$ cat src/rtl/imm_decode_stage_if.sv
`default_nettype none
// ============================================================================
// Module      : imm_decode_stage_if
// Description : Bundle between the IF/ID latch, the hazard unit and the
//               ID/EX immediate latch.
//               - in_instr and in_valid come from the IF/ID latch.
//               - stall and flush come from the hazard unit.
//               - out_* are the registered ID/EX immediate fields.
// Revision    : 1.0 - initial release
// ============================================================================
interface imm_decode_stage_if #(
    parameter int WIDTH = 16
);
    logic [WIDTH-1:0] in_instr;
    logic             in_valid;
    logic             stall;
    logic             flush;
    logic [WIDTH-1:0] out_imm;
    logic [1:0]       out_imm_loc;
    logic             out_signed;
    logic             out_valid;
    logic             out_illegal;

    // Upstream side: the instruction source and the hazard unit.
    modport master (
        output in_instr, in_valid, stall, flush,
        input  out_imm, out_imm_loc, out_signed, out_valid, out_illegal
    );

    // Decode stage side.
    modport slave (
        input  in_instr, in_valid, stall, flush,
        output out_imm, out_imm_loc, out_signed, out_valid, out_illegal
    );
endinterface
`default_nettype wire

$ cat src/rtl/imm_decode_stage.sv
`default_nettype none
// ============================================================================
// Module      : imm_decode_stage (with helper module extender)
// Description : Decode-stage immediate generator and ID/EX immediate latch.
//               - Classifies the opcode into an immediate field and a
//                 signedness.
//               - Extends the selected field to 16 bits.
//               - Registers the result, honouring stall and flush.
// Revision    : 1.0 - initial release
// ============================================================================

// Extends imm5 [4:0], imm8 [7:0] or imm11 [10:0] to 16 bits.
// Location 11 yields zero.
module extender (
    input  wire logic [10:0] i_field,
    input  wire logic [1:0]  i_loc,
    input  wire logic        i_signed,
    output logic      [15:0] o_imm
);
    // Sign bit is masked by i_signed so one concatenation serves both modes.
    always_comb begin
        o_imm = 16'h0000;
        case (i_loc)
            2'b00:   o_imm = {{11{i_signed & i_field[4]}},  i_field[4:0]};
            2'b01:   o_imm = {{8{i_signed & i_field[7]}},   i_field[7:0]};
            2'b10:   o_imm = {{5{i_signed & i_field[10]}},  i_field[10:0]};
            default: o_imm = 16'h0000;
        endcase
    end
endmodule

module imm_decode_stage #(
    parameter int WIDTH = 16    // only 16 is supported
) (
    input  wire logic         clk,
    input  wire logic         rst,
    imm_decode_stage_if.slave bus
);
    localparam logic [1:0] c_LOC_IMM5  = 2'b00;
    localparam logic [1:0] c_LOC_IMM8  = 2'b01;
    localparam logic [1:0] c_LOC_IMM11 = 2'b10;
    localparam logic [1:0] c_LOC_NONE  = 2'b11;

    logic [4:0]       w_opcode;
    logic [1:0]       w_loc;
    logic             w_signed;
    logic             w_illegal;
    logic [15:0]      w_extImm;

    logic [WIDTH-1:0] r_imm;
    logic [1:0]       r_immLoc;
    logic             r_signed;
    logic             r_valid;
    logic             r_illegal;

    assign w_opcode = bus.in_instr[WIDTH-1 -: 5];

    // Opcode decode table: field location, signedness and legality.
    // No-immediate opcodes are HALT, NOP and the R-format group
    // (11001 through 11111); only 00010 and 00011 are undefined.
    always_comb begin
        w_loc     = c_LOC_NONE;
        w_signed  = 1'b0;
        w_illegal = 1'b0;
        case (w_opcode)
            5'b01000, 5'b01001: begin                       // ADDI, SUBI
                w_loc    = c_LOC_IMM5;
                w_signed = 1'b1;
            end
            5'b01010, 5'b01011,                             // XORI, ANDNI
            5'b10100, 5'b10101, 5'b10110, 5'b10111: begin   // shifts/rotates
                w_loc    = c_LOC_IMM5;
                w_signed = 1'b0;
            end
            5'b10000, 5'b10001, 5'b10011: begin             // ST, LD, STU
                w_loc    = c_LOC_IMM5;
                w_signed = 1'b1;
            end
            5'b01100, 5'b01101, 5'b01110, 5'b01111,         // branches
            5'b11000,                                       // LBI
            5'b00101, 5'b00111: begin                       // JR, JALR
                w_loc    = c_LOC_IMM8;
                w_signed = 1'b1;
            end
            5'b10010: begin                                 // SLBI
                w_loc    = c_LOC_IMM8;
                w_signed = 1'b0;
            end
            5'b00100, 5'b00110: begin                       // J, JAL
                w_loc    = c_LOC_IMM11;
                w_signed = 1'b1;
            end
            5'b00000, 5'b00001,                             // HALT, NOP
            5'b11001, 5'b11010, 5'b11011,                   // R-format
            5'b11100, 5'b11101, 5'b11110, 5'b11111: begin
                w_loc    = c_LOC_NONE;
                w_signed = 1'b0;
            end
            default: begin
                w_loc     = c_LOC_NONE;
                w_signed  = 1'b0;
                w_illegal = 1'b1;
            end
        endcase
    end

    extender u_extender (
        .i_field  (bus.in_instr[10:0]),
        .i_loc    (w_loc),
        .i_signed (w_signed),
        .o_imm    (w_extImm)
    );

    // ID/EX latch: reset/flush clear, stall holds, otherwise load (bubble -> cleared fields).
    always_ff @(posedge clk) begin
        if (rst || bus.flush) begin
            r_imm     <= '0;
            r_immLoc  <= c_LOC_NONE;
            r_signed  <= 1'b0;
            r_valid   <= 1'b0;
            r_illegal <= 1'b0;
        end else if (!bus.stall) begin
            if (bus.in_valid) begin
                r_imm     <= w_extImm;
                r_immLoc  <= w_loc;
                r_signed  <= w_signed;
                r_illegal <= w_illegal;
            end else begin
                r_imm     <= '0;
                r_immLoc  <= c_LOC_NONE;
                r_signed  <= 1'b0;
                r_illegal <= 1'b0;
            end
            r_valid <= bus.in_valid;
        end
    end

    assign bus.out_imm     = r_imm;
    assign bus.out_imm_loc = r_immLoc;
    assign bus.out_signed  = r_signed;
    assign bus.out_valid   = r_valid;
    assign bus.out_illegal = r_illegal;
endmodule
`default_nettype wire

$ cat src/flat_wrapper.sv
// flat-port wrapper written by rule: the top's interface ports become plain ports
module imm_decode_stage_flat 
#(
    parameter int WIDTH = 16                           
)
  (clk, rst, bus_in_instr, bus_in_valid, bus_stall, bus_flush, bus_out_imm, bus_out_imm_loc, bus_out_signed, bus_out_valid, bus_out_illegal);
  imm_decode_stage_if #(.WIDTH(WIDTH)) bus_i ();
  input  wire logic clk;
  input  wire logic rst;
  input wire logic [$bits(bus_i.in_instr)-1:0] bus_in_instr;
  input wire logic [$bits(bus_i.in_valid)-1:0] bus_in_valid;
  input wire logic [$bits(bus_i.stall)-1:0] bus_stall;
  input wire logic [$bits(bus_i.flush)-1:0] bus_flush;
  output wire logic [$bits(bus_i.out_imm)-1:0] bus_out_imm;
  output wire logic [$bits(bus_i.out_imm_loc)-1:0] bus_out_imm_loc;
  output wire logic [$bits(bus_i.out_signed)-1:0] bus_out_signed;
  output wire logic [$bits(bus_i.out_valid)-1:0] bus_out_valid;
  output wire logic [$bits(bus_i.out_illegal)-1:0] bus_out_illegal;
  assign bus_i.in_instr = bus_in_instr;
  assign bus_i.in_valid = bus_in_valid;
  assign bus_i.stall = bus_stall;
  assign bus_i.flush = bus_flush;
  assign bus_out_imm = bus_i.out_imm;
  assign bus_out_imm_loc = bus_i.out_imm_loc;
  assign bus_out_signed = bus_i.out_signed;
  assign bus_out_valid = bus_i.out_valid;
  assign bus_out_illegal = bus_i.out_illegal;
  imm_decode_stage #(.WIDTH(WIDTH)) u_core (.clk(clk), .rst(rst), .bus(bus_i));
endmodule
$ cat config.mk
export PLATFORM = sky130hd
export DESIGN_NAME = imm_decode_stage_flat
export DESIGN_NICKNAME = d
export VERILOG_FILES = /design/src/rtl/imm_decode_stage_if.sv /design/src/rtl/imm_decode_stage.sv /design/src/flat_wrapper.sv
export SDC_FILE = /design/constraint.sdc
export NUM_CORES = 1
export LEC_CHECK = 0
export ABC_CLOCK_PERIOD_IN_PS = 2400
export BUFFER_PORTS_ARGS = -buffer_cell sky130_fd_sc_hd__buf_4
export CAP_MARGIN = 20
export CORE_MARGIN = 2
export CORE_UTILIZATION = 48
export DETAILED_ROUTE_END_ITERATION = 10
export PLACE_DENSITY = 0.79
export SKIP_CTS_REPAIR_TIMING = 1
export SLEW_MARGIN = 20
export SYNTH_ARGS = -nofsm -noshare
export SYNTH_HDL_FRONTEND = slang
export SYNTH_HIERARCHICAL = 1
export SYNTH_SLANG_ARGS = --single-unit
$ cat constraint.sdc
create_clock -name clk -period 2.4 [get_ports clk]
set_input_delay 0.24 -clock clk [delete_from_list [all_inputs] [get_ports clk]]
set_output_delay 0.24 -clock clk [all_outputs]
set_load 0.05 [all_outputs]
* Word-level counts from Yosys, hierarchy flattened
Cells that the tools add are included. W data, S select, Z words.
Word-level totals: flip-flop bits (word level) 21, output and inout bits 21, logic and storage cells 55
Cells by class: equality and inequality tests 31, multiplexer cells 8, bitwise operators 3, reduce and logical (&&, ||, !) cells 8
Operators with widths (number):
- $eq A5 B5 Y1 const B | 16
- $pmux W16 S3 | 1
- $eq A5 B4 Y1 const B | 8
- $reduce_or A30 Y1 | 1
- $eq A5 B3 Y1 const B | 4
- $mux W16 | 1
- $reduce_or A14 Y1 | 1
- $reduce_or A11 Y1 | 1
- $reduce_or A8 Y1 | 1
- $pmux W2 S3 | 1
- $eq A5 B1 Y1 const B | 1
- $logic_not A5 Y1 | 1
- $mux W1 | 4
- $and A1 B1 Y1 | 3
- $eq A2 B1 Y1 const B | 1
- $eq A2 B2 Y1 const B | 1
- $logic_not A2 Y1 | 1
- $mux W2 | 1
- $reduce_or A2 Y1 | 1
- $logic_or A1 B1 Y1 | 1

* Logic depth before layout (Yosys ltp)
Gate-level depths: netlist of the first run.
depth in word-level cells 6, gate-level depth with buffers 10, gate-level depth less buffers 7

* By module
The synthesis of the first run kept the hierarchy.
Modules (own cells, without submodules):
- imm_decode_stage | instances 1, cells each 90, area an instance 848.3 sq um
- extender | instances 1, cells each 30, area an instance 241.5 sq um

* Worst setup path before layout of the first run
Ideal clock, no wire load.
kind input-to-reg, start point input port bus_in_instr[13], end point register u_core.r_imm[12] (netlist: u_core/bus.out_imm[12]), library setup time 0.117 ns, arrival time 1.649 ns, required time 2.283 ns, slack 0.634 ns, stages on the path 8, cells stage by stage o311ai_0 -> nand2_1 -> buf_6 -> mux2_4 -> a31o_1 -> buf_4 -> a22oi_1 -> nor2_1
Between the ends: cells in the longest elaborated chain, start to end 6, elaborated cells between the ends (all ways) 35, classes of those cells 23 x eq/ne; 4 x mux; 3 x bitwise; 5 x reduce/logical
Ends and longest elaborated chain:
- start, declared | line flat_wrapper.sv:10 | input wire logic [$bits(bus_i.in_instr)-1:0] bus_in_instr;
- $eq A5 B4 Y1, or another cell as far along | line imm_decode_stage.sv:65 | case (w_opcode)
- $reduce_or A11 Y1 (no source line), or another cell as far along
- $pmux W2 S3 * | line imm_decode_stage.sv:65
- net u_core.w_loc[1] | line imm_decode_stage.sv:45 | logic [1:0] w_loc;
- $eq A2 B2 Y1, or another cell as far along | line imm_decode_stage.sv:23 | case (i_loc)
- $pmux W16 S3 * | line imm_decode_stage.sv:23
- net u_core.w_extImm[12] | line imm_decode_stage.sv:48 | logic [15:0] w_extImm;
- $mux W16 * | line imm_decode_stage.sv:123 | if (bus.in_valid) begin
- end signal, assigned | line imm_decode_stage.sv:124 | r_imm <= w_extImm;
- end, declared | line imm_decode_stage.sv:50 | logic [WIDTH-1:0] r_imm;
The timed path passes the listed nets; every way through them passes the cells marked *. A chain may end at the register's enable or synchronous reset.

* Worst setup path after layout of the first run
start point input port bus_in_instr[11], end point register u_core.r_imm[8] (netlist: u_core/bus.out_imm[8])
The elaborated chain is that of the path after synthesis.

==> results of run 1 <==
-- per-stage QoR --
stage,worst slack (ns),util (%)
after floorplan,0.634,-
after global placement,0.425,62.0
after detailed placement,0.331,62.0
after CTS,0.657,63.3
after global routing,0.443,63.3
final,0.647,63.3
-- cell families after synthesis --
kind of cell    Yosys count  share of synthesized area (%)
simple gates             45                           24.2
compound gates           36                           25.1
flops                    21                           38.6
buf+inv                  16                           9.76
mux                       2                           2.30
-- placed cells by master, fill, tap and decap left out, drive strengths merged, types with 2 or more instances in the layout --
master,n
buf,42
dfxtp,21
nor2,19
a22oi,18
a211o,6
a21oi,6
and2,5
nor2b,5
nand2,4
clkbuf,3
inv,3
nand2b,3
a32o,2
-- layer usage --
| layer | share of wire (%) | global-route usage, % |
|---|---|---|
| met4 | 0.58 | 7.02 |
| met2 | 47 | 30.6 |
| met1 | 47 | 27.3 |
| met3 | 5.9 | 3.16 |
| met5 | 0 | 0 |
-- cell type report --
| type | count | share of cell area, % |
|---|---|---|
| clock buffer | 3 | 1.64 |
| clock inverter | 1 | 0.365 |
| sequential | 21 | 30.6 |
| inverter | 3 | 0.820 |
| multi-input combinational | 83 | 41.0 |
| tap | 28 | 2.55 |
| timing repair buffer | 42 | 23.0 |
-- critical path, stage by stage --
cell      delay, ns
buf_4          0.13
and2b_1        0.18
o32ai_1        0.09
a21oi_1        0.52
and4bb_4       0.30
a211o_1        0.27
a22oi_1        0.15
nor2_1         0.05
-- registers in the layout (all words and copies together) (netlist names) --
signal	cells
u_core/bus.out_imm_loc	2
u_core/bus.out_valid	1
u_core/bus.out_imm	16
u_core/bus.out_signed	1
u_core/bus.out_illegal	1
-- final timing paths --
kind | start | slack [ns] | endpoint | cells after the start
setup reg to reg | u_core/bus.out_imm_loc[0] | 1.64 | u_core/bus.out_imm_loc[0] | 3
hold reg to reg | u_core/bus.out_illegal | 0.46 | u_core/bus.out_illegal | 2
setup / recovery | bus_in_instr[11] | 0.65 | u_core/bus.out_imm[8] | 8
hold / removal | bus_in_instr[12] | 0.24 | u_core/bus.out_illegal | 3
-- power by group through the flow --
stage               Sequential (W)  Clock (W)  Combinational, W
global placement          0.000366          0          0.000155
finish                    0.000358   0.000167          0.000160
detailed placement        0.000366          0          0.000159
floorplan                 0.000387          0         0.0000976
global route              0.000359   0.000188          0.000174
CTS                       0.000358   0.000174          0.000159
==> summary.md, run 1 <==
| Metric | Value |
|---|---|
| Status | complete, no violations |
| Placed insts | roughly 180 |
| Crit path DAT | roughly 1.9 ns |
| Combinational group share of total power | a little under a quarter |
| Total GRT Usage | 19.6% |
| Hold Crit Class | in -> reg |
| Commonest cells post-synth | 21 x dfxtp_1, 19 x nor2_1, 18 x a22oi_1, 6 x a211o_1, 6 x a21oi_1 |
| Top-area cell type share of the netlist area | 38.6% |
| TritonRoute pass-1 iters | 5 |
| Gate Count Post-Synth | 120 |
| CTS tree | built |
| Sequential share of power | 52.3% |
| Worst-path clk slew | ~0.12 ns |
| Pwr dens | around 500 nW/um^2 |
| Design area | about 1400 sq um |
| Clock Latency Late Sink | roughly 0.3 ns |
| WS Path Type | in -> reg |
| Yosys top cell by area | dfxtp_1 |
| Max IR drop VDD | around 0.29 mV |
| Final hold viol count | 0 |
| Sw frac | between 20 and 30% |
| Yosys reg bits | 21 |
| Worst-path maximum fanout | 10 |
| Count leader, synth | dfxtp_1 |
| Initial antenna violation count | 0 |
| Total number of vias | around 1000 |
| Global placer's final weighted congestion | between 0.8 and 0.9 |
| Post-DP HPWL | roughly 1.8 mm |
| Die Ht | a little over 50 um |
| Fin crit period | about 1.8 ns |
| Routed Antenna Nets | 0 |
| Worst path required time | roughly 2.6 ns |
| Root Buffer | clkbuf_4 |
| Psw | just under 0.0002 W |
| Share of layout cells above drive strength 1 | a little over a third |
| RSZ-0062 raised after global routing | false |
| Power, Total | between 0.0006 and 0.0007 W |
| Final cell count without fillers | between 150 and 200 |
| Post-DR wirelength/cell | 13.3 um |
| Max Cap Viol | 0 |
| Yosys warns | 6 |
| Sequential fraction of the synthesis area | between 30% and 40% |
| Main synth FF type | dfxtp_1 |
| Cell variety after synth | 32 |
| Pin count of the biggest net entering global routing | 24 |
| IO buf count | slightly above 40 |
| Layout fillers | around 200 |
| Worst-Margin Slew | between 0.6 and 0.7 ns |
| EDFF count, synth | 0 |
| Crit start category | input pin |
| Wirelength, routed | 2.41 mm |
| H-tree depth | 1 |
| Final Slew Violations | 0 |
| WHS | between 0.2 and 0.25 ns |
| Vias in the first global route | between 800 and 900 |
| Largest cells by area after synthesis | dfxtp_1 39%, a22oi_1 12%, nor2_1 6.5% |
| Clock skew | 0 ns |
| Antenna cell count | 0 |
| Multi-input logic area | about 560 sq um |
| Row count | 17 |
| Clk sinks | 21 |
| Grt total ovfl | 0 |
| Final setup vio count | 0 |
| FMAX | 571 MHz |
| Slew margin rel. | just under 60% |
| Synth Cell Area | between 1000 and 1500 sq um |
| Ports | 42 |
| Die ar. | 2670 sq um |
| DR DRC count | 0 |
| Dpl cell area | roughly 1300 sq um |
| Clk buf depth | 2 |
| Reg area | 420 sq um |
| Initial core utilization | 50.2% |
| Nets@finish | approximately 180 |
| Period utilisation layout | between 70% and 80% |
| TritonCTS buffer count | 3 |
| Core Area | roughly 2200 sq um |
| Synth async-reset ratio | 0% |
| DIE WIDTH | 51.7 um |
| Layout Area Growth over Synthesis | 25.9% |
| CP Capture Type | flip-flop |
| Syn_area_per_cell | around 9.1 sq um |
| Post-Syn Nets | 141 |
| TNS Setup | 0 ns |
| First-pass GRT wire length | approximately 4 mm |
| Clock power share | between 20% and 30% |
| Pleak | about 0.6 nW |
| Initial DRC Count | 22 |
| Via density | 5.55 |
| Pint | about 0.00049 W |
(Power assumes the default switching activity.)
==> run 2: changes to the inputs <==
Settings changed: ABC_CLOCK_PERIOD_IN_PS 2400 to 1550, CORE_UTILIZATION 48 to 43, PLACE_DENSITY 0.79 to 0.75.
Clock period 2.4 ns to 1.55 ns, I/O delays scaled along.
==> summary.md, run 2 (synthesized netlist as in run 1, its figures left out) <==
| Metric | Value |
|---|---|
| WHS | 0.190 ns (-0.0490 ns) |
| Hold Crit Class | in -> reg |
| Total GRT Usage | 18.2% (-1.4 points) |
| CP Capture Type | flip-flop |
| Multi-input logic area | 584 sq um (+3.8%) |
| Worst-path cell chain | buf_4, buf_4, o311ai_2, nand2_2, mux2_4, a31o_1, a22oi_1, nor2_1 |
| Pint | 0.000778 W (+60%) |
| Final hold viol count | 0 (unchanged) |
| Crit-path most repeated cell | buf_4 |
| Worst-path maximum fanout | 6 (-4) |
| Root Buffer | clkbuf_4 |
| Antenna cell count | 0 (unchanged) |
| Layout Area Growth over Synthesis | 35.7% |
| TritonCTS buffer count | 3 (unchanged) |
| CTS tree | built |
| Die ar. | 2950 sq um (+11%) |
| Slew margin rel. | 75.8% (+18 points) |
| Psw | 0.000308 W (+56%) |
| Pwr dens | 734 nW/um^2 (+47%) |
| Worst hold start | bus_flush |
| RR Endpoint | u_core/bus.out_imm_loc[0] |
| Final core utilization | 60.8% (-2.5 points) |
| Clock Latency Late Sink | 0.29 ns (about the same) |
| Pleak | 0.668 nW (+9.3%) |
| Worst Hold End | u_core/bus.out_imm_loc[0] |
| Layout fillers | 225 (+14%) |
| Fin crit period | ~1.4 ns |
| CP Depth | 8 (unchanged) |
| Pin count of the biggest net entering global routing | 24 (unchanged) |
| Commonest cells after routing, fill and taps aside | 53 x buf_4, 21 x dfxtp_1, 19 x nor2_1 |
| Row count | 18 (+1) |
| Hold path depth | 3 (unchanged) |
| RSZ-0062 raised after global routing | false |
| H-tree depth | 1 (unchanged) |
| Number of flip-flops in the largest register | 16 (unchanged) |
| DIE WIDTH | 54.3 um (+5.2%) |
| Reg area | 420 sq um (unchanged) |
| Grt total ovfl | 0 (unchanged) |
| Vias in the first global route | 970 (+9.6%) |
| Post-DR wirelength/cell | 13.6 um (+2.1%) |
| WS Path Type | in -> reg |
| Status | complete, no violations |
| Reg2reg path depth | 3 (unchanged) |
| Worst-Margin Slew | 0.362 ns (-0.270 ns) |
| Commonest non-fill, non-tap cell in the layout | buf_4 |
| Sequential share of power | 51.0% (-1.3 points) |
| Nets@finish | 186 (+6.3%) |
| Share of layout cells above drive strength 1 | 42.1% (+6.8 points) |
| Final setup vio count | 0 (unchanged) |
| Crit path DAT | 1.62 ns (-0.32 ns) |
| Worst path required time | 1.73 ns (-0.85 ns) |
| IO buf count | 41 (unchanged) |
| Critical path's slowest cell | mux2_4 |
| Post-Place Worst Slack | -0.271 ns (-0.602 ns) |
| DR DRC count | 0 (unchanged) |
| Initial DRC Count | 16 (-27%) |
| Max Cap Viol | 0 (unchanged) |
| Worst-path clk slew | 0.11 ns (about the same) |
| Ports | 42 (unchanged) |
| Clk buf depth | 2 (unchanged) |
| FMAX | 699 MHz |
| Crit start category | input pin |
| Routed Antenna Nets | 0 (unchanged) |
| Global placer's final weighted congestion | 0.757 (-6.0%) |
| TritonRoute pass-1 iters | 4 (-1) |
| Post-DP HPWL | 1.99 mm (+13%) |
| Core Area | 2430 sq um (+12%) |
| R2r startpoint | u_core/bus.out_imm_loc[0] |
| Total number of vias | 1043 (+3.8%) |
| Max incr delay on CP | 0.31 ns (-0.21 ns) |
| Clock power share | 23.1% (-1.3 points) |
| Final WS setup | 0.119 ns (-0.528 ns) |
| Dpl cell area | 1440 sq um (+7.1%) |
| Reg2reg setup slack | 0.77 ns (-0.87 ns) |
| Sw frac | 28.3% (-0.47 points) |
| First-pass GRT wire length | 4.02 mm (+0.85%) |
| Combinational group share of total power | 25.8% (+2.5 points) |
| Via density | 5.38 (-3.2%) |
| CP Buf/Inv Count | 2 (+1) |
| Crit path max-delay family | compound AO/OA/AOI/OAI gates |
| Max IR drop VDD | 0.527 mV (+81%) |
| Final Slew Violations | 0 (unchanged) |
| Clk sinks | 21 (unchanged) |
| Design area | 1480 sq um (+7.7%) |
| Wirelength, routed | 2.63 mm (+9.4%) |
| Die Ht | 54.3 um (+5.2%) |
| Period utilisation layout | between 90% and 100% |
| Initial antenna violation count | 0 (unchanged) |
| Clock skew | 0 ns (unchanged) |
| Initial core utilization | 44.8% (-5.4 points) |
## run 2: how the worst max path moves through the flow
stage                           from                      to  slack [ns]
global route        bus_in_instr[11]  u_core/bus.out_imm[14]        0.05
global placement    bus_in_instr[11]  u_core/bus.out_imm[11]       -0.22
finish              bus_in_instr[11]  u_core/bus.out_imm[11]        0.12
floorplan           bus_in_instr[11]  u_core/bus.out_imm[12]       -0.05
CTS                 bus_in_instr[11]   u_core/bus.out_imm[7]        0.05
detailed placement  bus_in_instr[11]   u_core/bus.out_imm[7]       -0.27
## run 2: layout make-up
cell class / count / share of cell area [%]
Multi-Input combinational cell: 83 / 39.5
Clock inverter: 1 / 0.338
Sequential cell: 21 / 28.4
Timing Repair Buffer: 53 / 26.9
Tap cell: 30 / 2.54
Clock buffer: 3 / 1.52
Inverter: 3 / 0.761
## run 2: power groups by stage
stage,Sequential (W),Combinational (W),Clock [W]
6_report,0.000554,0.000281,0.000251
5_1_grt,0.000556,0.000302,0.000287
4_1_cts,0.000554,0.000278,0.000261
3_5_place_dp,0.000566,0.000278,0
3_3_place_gp,0.000566,0.000269,0
2_1_floorplan,0.000600,0.000154,0
## run 2: routing by layer
| layer | GRT usage [%] | part of all wire, % | vias up |
|---|---|---|---|
| met3 | 3.55 | 4.9 | 2 |
| met5 | 0 | 0 | - |
| met2 | 34.7 | 52 | 26 |
| met4 | 3.75 | 0.46 | 0 |
| met1 | 20.7 | 43 | 498 |
| li1 | - | - | 517 |
## run 2: metrics by stage
stage,TNS (ns),std cells,power (W)
detailed placement,-3.39,190,0.000844
finish,0,194,0.00109
global placement,-2.47,190,0.000835
global route,0,194,0.00115
floorplan,-0.212,120,0.000754
CTS,0,194,0.00109
## run 2: worst register-to-register path, stage by stage (launching register included)
cell	delay, ns
dfxtp_1	0.35
nor2b_1	0.05
a32o_1	0.20
a21oi_1	0.12
==> run 3: changes to the inputs <==
--- a/config.mk
+++ b/config.mk
@@ -6,4 +6,5 @@
 export NUM_CORES = 1
 export LEC_CHECK = 0
+export ABC_AREA = 1
 export ABC_CLOCK_PERIOD_IN_PS = 1550
 export BUFFER_PORTS_ARGS = -buffer_cell sky130_fd_sc_hd__buf_4
@@ -11,6 +12,7 @@
 export CORE_MARGIN = 2
 export CORE_UTILIZATION = 43
+export CTS_CLUSTER_DIAMETER = 40
 export DETAILED_ROUTE_END_ITERATION = 10
-export PLACE_DENSITY = 0.75
+export PLACE_DENSITY = 0.74
 export SKIP_CTS_REPAIR_TIMING = 1
 export SLEW_MARGIN = 20
==> constraint.sdc (replaced) <==
create_clock -name clk -period 1.55 [get_ports clk]
set_input_delay 0.155 -clock clk [delete_from_list [all_inputs] [get_ports clk]]
set_output_delay 0.155 -clock clk [all_outputs]
set_load 0.02 [all_outputs]
==> summary.md, run 3 <==
| Metric | Value |
|---|---|
| Pin count of the biggest net entering global routing | 21 (-13%) |
| Post-DR wirelength/cell | 10.7 um (-21%) |
| Crit-path most repeated cell | nand2_1 |
| Worst path required time | 1.79 ns (+0.06 ns) |
| RSZ-0062 raised after global routing | false |
| Clk sinks | 21 (unchanged) |
| TNS Setup | 0 ns (unchanged) |
| DIE WIDTH | 55.0 um (+1.2%) |
| Post-DP HPWL | 2.01 mm (+0.97%) |
| First-pass GRT wire length | 4.13 mm (+2.8%) |
| WHS | 0.0737 ns (-0.116 ns) |
| Max Cap Viol | 0 (unchanged) |
| WS Path Type | in -> reg |
| Number of flip-flops in the largest register | 16 (unchanged) |
| Reg2reg setup slack | 0.73 ns (-0.04 ns) |
| Synth async-reset ratio | 0% (unchanged) |
| Fin crit period | 1.33 ns (-0.103 ns) |
| Uppermost routed layer | met4 |
| Total GRT Usage | 18.8% (+0.59 points) |
| Global placer's final weighted congestion | 0.790 (+4.4%) |
| Grt total ovfl | 0 (unchanged) |
| CP Buf/Inv Count | 4 (+2) |
| Routed Antenna Nets | 0 (unchanged) |
| Reg2reg path depth | 3 (unchanged) |
| Final WS setup | 0.223 ns (+0.103 ns) |
| Max incr delay on CP | 0.17 ns (-0.14 ns) |
| FMAX | 753 MHz (+7.8%) |
| Metal3 WL | 132 um (+3.1%) |
| Yosys warns | 6 (unchanged) |
| TritonRoute pass-1 iters | 4 (unchanged) |
| Design area | 1490 sq um (+0.51%) |
| Initial core utilization | 45.1% (+0.30 points) |
| Wl on met1 | 1.21 mm (+7.8%) |
| Worst-Margin Slew | 0.479 ns (+0.117 ns) |
| Yosys reg bits | 21 (unchanged) |
| Vias in the first global route | 995 (+2.6%) |
| Count leader, synth | nand2_1 |
| Clock skew | 0 ns (unchanged) |
| Routed length on met2 | 1.30 mm (-5.2%) |
| Commonest cells after routing, fill and taps aside | 60 x nand2_1, 47 x buf_4, 21 x dfxtp_1 |
| Total number of vias | 1237 (+19%) |
| DR DRC count | 0 (unchanged) |
| Cell variety after synth | 19 (-41%) |
| Worst-path cell chain | buf_4, inv_1, nand2_1, clkinv_1, nor2_1, nor2_1, nand3_2, nand2_1, inv_1, nor2_1, nand2_1, nand3_1, nand2_1, a21oi_1 |
| Clock Latency Late Sink | 0.29 ns (about the same) |
| Max IR drop VDD | 0.473 mV (-10%) |
| CTS tree | built |
| Post-Syn Nets | 198 (+40%) |
| Post-Place Worst Slack | -0.0672 ns (+0.203 ns) |
| Crit path DAT | 1.56 ns (-0.06 ns) |
| R2r startpoint | u_core/bus.out_imm_loc[1] |
| Die ar. | 3020 sq um (+2.4%) |
| CP Capture Type | flip-flop |
| Commonest cells post-synth | 60 x nand2_1, 21 x dfxtp_1, 20 x a21oi_1, 19 x nand3_1, 14 x inv_1 |
| Clk buf depth | 2 (unchanged) |
| Hold path depth | 3 (unchanged) |
| Worst Hold End | u_core/bus.out_imm_loc[0] |
| Syn_area_per_cell | 6.31 sq um (-30%) |
| Final hold viol count | 0 (unchanged) |
| Critical path's slowest cell | nand3_1 |
| Hold Crit Class | in -> reg |
| Final setup vio count | 0 (unchanged) |
| Layout Area Growth over Synthesis | 33.0% |
| RR Endpoint | u_core/bus.out_imm_loc[1] |
| Wirelength, routed | 2.67 mm (+1.3%) |
| Final Slew Violations | 0 (unchanged) |
| Crit start category | input pin |
| Share of layout cells above drive strength 1 | 29.1% (-13 points) |
| Largest cells by area after synthesis | dfxtp_1 38%, nand2_1 20%, a21oi_1 9.0% |
| Worst-path clk slew | 0.12 ns (about the same) |
| EDFF count, synth | 0 (unchanged) |
| Initial antenna violation count | 0 (unchanged) |
| Commonest non-fill, non-tap cell in the layout | nand2_1 |
| Die Ht | 55.0 um (+1.2%) |
| Core Area | 2480 sq um (+1.9%) |
| Power, Total | 0.00107 W (-1.8%) |
| Synth Cell Area | 1120 sq um (+2.5%) |
| CP Depth | 14 (+6) |
| Main synth FF type | dfxtp_1 |
| Initial DRC Count | 30 (+14) |
| Yosys top cell by area | dfxtp_1 |
| IO buf count | 41 (unchanged) |
| Row count | 18 (unchanged) |
| Nets@finish | 242 (+30%) |
| Via density | 4.95 (-8.0%) |
| Period utilisation layout | 85.6% (-6.7 points) |
| Pwr dens | 718 nW/um^2 (-2.3%) |
| Antenna cell count | 0 (unchanged) |
| Sequential fraction of the synthesis area | 37.6% (-0.95 points) |
| Status | complete, no violations |
| Crit path max-delay family | simple AND/OR/NAND/NOR gates |
| Pleak | 0.739 nW (+11%) |
| Dpl cell area | 1460 sq um (+1.3%) |
| Gate Count Post-Synth | 177 (+48%) |
| Slew margin rel. | 67.9% (-7.9 points) |
| Ports | 42 (unchanged) |
| Root Buffer | clkbuf_4 |
| Critical path startpoint | bus_in_instr[12] |
| Worst-path maximum fanout | 6 (unchanged) |
| H-tree depth | 1 (unchanged) |
| Worst hold start | rst |
| TritonCTS buffer count | 3 (unchanged) |
| Top-area cell type share of the netlist area | 37.6% (-0.95 points) |
==> run 3: tightest hold or removal path: stages <==
cell and delay [ns]:
buf_4 0.08, nor2_1 0.05, nand2_1 0.06
==> run 3: report_power, final <==
part | total [W] | switching (W) | internal [W]
clock network | 0.000259 | 0.000163 | 0.0000960
registers | 0.000554 | 0.00000458 | 0.000549
logic | 0.000255 | 0.000151 | 0.000104
total | 0.00107 | 0.000318 | 0.000749
==> run 3: cell type report <==
type                       count  area [sq um]
tap                           30          37.5
fill                         255           991
clock inverter                 1          5.00
multi-input combinational    125           562
timing repair buffer          47           353
clock buffer                   3          22.5
sequential                    21           420
inverter                      23          86.3
==> run 3: routing by layer <==
layer	GRT usage [%]	vias to the layer above
met2	32.5	34
met4	8.54	0
met1	23.1	557
li1	-	644
met3	2.42	2
met5	0	-
==> run 3: kinds of logic (layout without fill, tap and decap cells) <==
family	Yosys count	count (layout)	synth area share, %
AND/OR/NAND/NOR	101	101	39.4
flip-flops	21	21	37.6
buffers and inverters	31	74	12.1
AO/OA/AOI/OAI	24	24	10.9
==> run 3: worst max-delay path by stage <==
stage | to
after floorplan | u_core/bus.out_imm[15]
final | u_core/bus.out_imm[15]
after detailed placement | u_core/bus.out_imm[15]
after global placement | u_core/bus.out_imm[8]
after global routing | u_core/bus.out_imm[10]
after CTS | u_core/bus.out_imm[15]
==> run 3: metrics by stage <==
step	util [%]	std cells
detailed placement	58.9	246
global placement	58.9	246
CTS	60.0	250
global route	60.0	250
finish	60.0	250
floorplan	-	177
